**src/rtl/instr_fetch.sv**
```systemverilog
// Instruction fetch: PC and IR registers feeding the control FSM, plus fetch bookkeeping flags.
// Latency: 1 cycle for PC/IR/flags; IMem_addr is combinational from next PC. Never stalls.
module instr_fetch #(
   parameter int                ADDR_W   = 7,
   parameter logic [ADDR_W-1:0] RESET_PC = '0
) (
   input  logic              Clk,
   input  logic              ResetN,
   input  logic              PC_clr,
   input  logic              PC_up,
   input  logic              IR_ld,
   output logic [ADDR_W-1:0] IMem_addr,
   input  logic [15:0]       IMem_data,
   output logic [15:0]       IR,
   output logic [ADDR_W-1:0] PC,
   output logic              IR_valid,
   output logic              Halt_seen,
   output logic [15:0]       Fetch_cnt
);

   localparam logic [3:0]  OP_HALT = 4'd5;
   localparam logic [15:0] CNT_MAX = 16'hFFFF;

   logic [ADDR_W-1:0] pc_d, pc_q;
   logic [15:0]       ir_d, ir_q;
   logic              ir_valid_d, ir_valid_q;
   logic              halt_seen_d, halt_seen_q;
   logic [15:0]       fetch_cnt_d, fetch_cnt_q;

   always_comb begin
      pc_d        = pc_q;
      ir_d        = ir_q;
      ir_valid_d  = ir_valid_q;
      halt_seen_d = halt_seen_q;
      fetch_cnt_d = fetch_cnt_q;

      if (PC_clr) begin
         pc_d = RESET_PC;
      end else if (PC_up) begin
         pc_d = pc_q + ADDR_W'(1);
      end

      // IR always captures the word at the old PC; PC_clr only overrides the flags
      if (IR_ld) begin
         ir_d = IMem_data;
         if (fetch_cnt_q != CNT_MAX) begin
            fetch_cnt_d = fetch_cnt_q + 16'd1;
         end
      end

      if (PC_clr) begin
         ir_valid_d  = 1'b0;
         halt_seen_d = 1'b0;
      end else if (IR_ld) begin
         ir_valid_d  = 1'b1;
         halt_seen_d = (IMem_data[15:12] == OP_HALT);
      end
   end

   always_ff @(posedge Clk or negedge ResetN) begin
      if (!ResetN) begin
         pc_q        <= RESET_PC;
         ir_q        <= 16'h0000;
         ir_valid_q  <= 1'b0;
         halt_seen_q <= 1'b0;
         fetch_cnt_q <= 16'h0000;
      end else begin
         pc_q        <= pc_d;
         ir_q        <= ir_d;
         ir_valid_q  <= ir_valid_d;
         halt_seen_q <= halt_seen_d;
         fetch_cnt_q <= fetch_cnt_d;
      end
   end

   // Hold the memory on RESET_PC during reset so the first post-reset fetch sees mem[RESET_PC]
   assign IMem_addr = ResetN ? pc_d : RESET_PC;
   assign IR        = ir_q;
   assign PC        = pc_q;
   assign IR_valid  = ir_valid_q;
   assign Halt_seen = halt_seen_q;
   assign Fetch_cnt = fetch_cnt_q;

endmodule
```
**config.mk**
```make
export PLATFORM = sky130hd
export DESIGN_NAME = instr_fetch
export DESIGN_NICKNAME = d
export VERILOG_FILES = /design/src/rtl/instr_fetch.sv
export SDC_FILE = /design/constraint.sdc
export NUM_CORES = 1
export LEC_CHECK = 0
export ABC_AREA = 1
export CAP_MARGIN = 25
export CORE_MARGIN = 2
export CORE_UTILIZATION = 49
export CTS_CLUSTER_DIAMETER = 120
export DETAILED_ROUTE_END_ITERATION = 6
export HOLD_SLACK_MARGIN = 0.05
export MAX_ROUTING_LAYER = met4
export PLACE_DENSITY = 0.9
export SYNTH_ARGS = -nofsm -noshare
export SYNTH_HDL_FRONTEND = slang
export SYNTH_SLANG_ARGS = --single-unit
```
**constraint.sdc**
```tcl
create_clock -name Clk -period 3.1 [get_ports Clk]
set_clock_uncertainty 0.05 [all_clocks]
set_input_delay 0.775 -clock Clk [delete_from_list [all_inputs] [get_ports Clk]]
set_output_delay 0.775 -clock Clk [all_outputs]
set_load 0.02 [all_outputs]
```
# Word level (Yosys, flattened, before mapping)
# Index checks and enable logic that the tools add are counted.
# totals
input_bits	21
output_inout_bits	48
reg_bits	41
elab_cells	18
# classes
muxes	7
reduce_logical	2
n_addsub	2
n_eq_ne	2
# op_table
op	n
$mux W7	3
$add A16 B1 Y16 const B	1
$ne A16 B16 Y1 const B	1
$add A7 B1 Y7 const B	1
$eq A4 B3 Y1 const B	1
$mux W1	4
$reduce_and A2 Y1	1
$reduce_bool A2 Y1	1

# Longest topological paths before layout
# logic_depth
depth_word	4
mapped_depth	9
depth_no_buf	9

# Worst setup path after synthesis
# Ideal clock, no wire load.
# synth_timing
kind	input-to-output
startpoint	input PC_up
endpoint	output IMem_addr[3]
t_required_ps	2275
t_arrival_ps	1736
path_buffers	0
path_slack_ps	539
cell_stages	4
cell_sequence	nand2_1 nor2_1 nor2_1 nor4_1
# synth_via
elab_chain_cells	3
# synth_rtl
item	line	source
from (decl)	10	input logic PC_up,
$mux W7	39	end else if (PC_up) begin
$mux W7	37	if (PC_clr) begin
$mux W7	77	assign IMem_addr = ResetN ? pc_d : RESET_PC;
to (decl)	12	output logic [ADDR_W-1:0] IMem_addr,
# No other way between the ends.

# Worst setup path after layout
# layout_timing
startpoint	input PC_up
endpoint	output IMem_addr[4]
# The elaborated chain is that of the path after synthesis.

==> impl_metrics.json <==
{
  "outcome": "complete, no violations",
  "hold_slack_ps": 423.4,
  "drc": 0,
  "pwr-share-seq_pct": 43.8,
  "die-width_um": 69.46,
  "cp_max_fo": 3,
  "drv_cap": 0,
  "cpPeakStageDelay_ps": 500,
  "finalPower_mw": 1.505,
  "crit_path_end_kind": "output port",
  "route.vias.total": 2037,
  "tightest_slew_ps": 517.5,
  "cp-start-kind": "input pin",
  "ant_nets": 0,
  "numClockSinks": 41,
  "cts-root-buf": "clkbuf_8",
  "wl_um": 5035,
  "clkPwrFrac_pct": 30.0,
  "yosysWarnings": 0,
  "synth.area.top_cells": "dfrtp_1 49%, nand2_1 18%, nor2_1 5.2%",
  "fmax_mhz": 330.0,
  "setup.worst_path.class": "input pin to output port",
  "port_buffers": 68,
  "drtIter0Drc": 172,
  "grt_pass1_vias": 2003,
  "syn_avg_cell_area_um2": 7.719,
  "dr.pass1.iters": 4,
  "wl_per_cell_um": 12.59,
  "netlist.area_leader.share_pct": 48.87,
  "grt_overflow": 0,
  "layoutNonFillerInstCount": 400,
  "synth_nets": 295,
  "vdd_drop_max_mv": 0.3224,
  "cts_setup_buffers": 0,
  "path_cells": "clkdlybuf4s50_1 -> nand3_1 -> nor3_2 -> nor2_1 -> o21ai_0 -> nor2_1 -> dlygate4sd2_1",
  "io_pins": 69,
  "combPwrFrac_pct": 26.2,
  "setup_ws_ps": 69.39,
  "hold_viol_final": 0,
  "cts_buffers": 5,
  "place_congestion": 0.8430,
  "switching_share_pct": 30.78,
  "hp-class": "register to register",
  "power.density_nw_per_um2": 506.9,
  "ys_seq_area_share_pct": 48.87,
  "fp-row-count": 23,
  "grt_max_degree": 42,
  "place_ws_ps": -224.7,
  "yosys.area.top_type": "dfrtp_1",
  "slew_violations": 0,
  "grt_pass1_wl_um": 8611,
  "clk_latency_ps": 290,
  "synth_seq_cells": 41,
  "fin_util_pct": 73.14,
  "min_period_over_period_pct": 97.76,
  "clock_tree.buffer_depth": 2,
  "die_y_um": 69.46,
  "max_slew_margin_pct": 65.50,
  "cts_tree": "built",
  "p_leak_nw": 1.411,
  "area_delta_synth_final_pct": 41.36,
  "vias_per_cell": 5.093,
  "syn_area_um2": 2100,
  "antenna_found_initial": 0,
  "fin_setup_tns_ps": 0,
  "required_ps": 2270,
  "power_switching_uw": 463.2,
  "core_area_um2": 4058,
  "critical_path_arrival_ps": 2210,
  "path_clk_slew_ps": 80,
  "rrSetupSlack_ps": 1390,
  "grt_util_all_layers_pct": 22.55,
  "dieArea_um2": 4824,
  "place_area_um2": 2861,
  "drive_gt1_share_pct": 10.86,
  "post-route-cell-area_um2": 2968,
  "crit_slowest_cell": "clkdlybuf4s50_1",
  "rsz0062_at_grt": "false",
  "nets": 372,
  "cts.htree.levels": 2,
  "initial_utilization_pct": 51.74,
  "cts_hold_buf": 0,
  "dpl.cell_count": 392,
  "setup_viol": 0,
  "cp_common_cell": "nor2_1",
  "n_antenna_cell": 0,
  "synth_cells": 272,
  "hpwl_um": 3657,
  "period_needed_ps": 3031,
  "p_int_mw": 1.041,
  "yosysUniqueCellTypes": 26
}
==> sequential cells by signal, indices dropped and copies added, names as in the netlist <==
signal,cells
Halt_seen,1
IR_valid,1
IR,16
Fetch_cnt,16
PC,7
==> worst paths after layout <==
check                              from       endpoint  cells after the start
max reg2reg                Fetch_cnt[0]   Fetch_cnt[5]                      7
max in group asynchronous        ResetN  Fetch_cnt[14]                      2
min                               IR[6]          IR[6]                      2
min in group asynchronous        ResetN   Fetch_cnt[2]                      2
max                               PC_up   IMem_addr[4]                      7
min reg2reg                       IR[6]          IR[6]                      2
==> power by group through the flow <==
| stage | Sequential, mW | Clock (mW) | Combinational [mW] |
|---|---|---|---|
| detailed placement | 0.668 | 0 | 0.399 |
| global route | 0.670 | 0.481 | 0.426 |
| global placement | 0.666 | 0 | 0.388 |
| CTS | 0.658 | 0.459 | 0.398 |
| finish | 0.659 | 0.452 | 0.394 |
| floorplan | 0.732 | 0 | 0.137 |
==> layer usage <==
layer / share of wire [%] / GRT usage (%) / wire [µm]
met3: 5.0 / 4.360 / 254
met4: 1.3 / 8.497 / 64
met1: 42 / 26.24 / 2109
met2: 52 / 38.68 / 2607
met5: 0 / - / 0
==> timing repair <==
item	in CTS	in global routing
setup endpoints to repair	7	3
resized for setup	10	7
pin swaps	0	1
==> critical path, delay by kind of cell <==
kind,cells,cell delay (ps)
buffers and inverters,2,820
and+or+nand+nor,4,480
AOI/OAI and AO/OA,1,120
==> cell usage after synthesis <==
master and instances:
o21ai_2 4, nor3_1 7, xnor2_1 4, a31oi_1 1, buf_2 2, nor2_2 3, nand3_1 15, o21ai_4 1
a21oi_1 1, nand3b_2 1, inv_2 1, xor2_1 2, ha_1 2, clkbuf_1 3, dfrtp_1 41, buf_6 2
nand2_4 1, nand4_1 5, nor4_1 4, nand2_2 2, o21ai_1 2, nor2_4 2, nor2_1 29, o21ai_0 8
nand2_1 103, inv_1 26
==> kinds of logic (layout without fill, tap and decap cells) <==
kind of cell	count (synthesis)	count (layout)	share of synthesized area (%)
compound gates	17	17	5.364
xor+xnor	6	6	2.503
fa+ha+maj	2	2	1.192
buf+inv	34	112	6.913
flops	41	41	48.87
simple gates	172	172	35.16
==> placed cells by master (no fill, tap or decap), types with 3 or more instances in the layout <==
master           Yosys  routed
nand2_1            103     103
clkdlybuf4s50_1      0      59
dfrtp_1             41      41
nor2_1              29      28
inv_1               26      26
nand3_1             15      15
buf_4                0       9
o21ai_0              8       8
nor3_1               7       6
clkbuf_8             0       6
nand4_1              5       5
dlygate4sd2_1        0       5
nor2_2               3       4
nor4_1               4       4
o21ai_2              4       4
xnor2_1              4       4
clkbuf_2             0       3
==> layout make-up <==
class | count | area [µm²]
sequential | 41 | 1026
clock inverter | 2 | 37.54
tap | 50 | 62.56
fill | 318 | 1090
clock buffer | 6 | 82.58
timing repair buffer | 77 | 721.9
multi-input combinational | 197 | 935.9
inverter | 27 | 101.3
(Power assumes the default switching activity.)
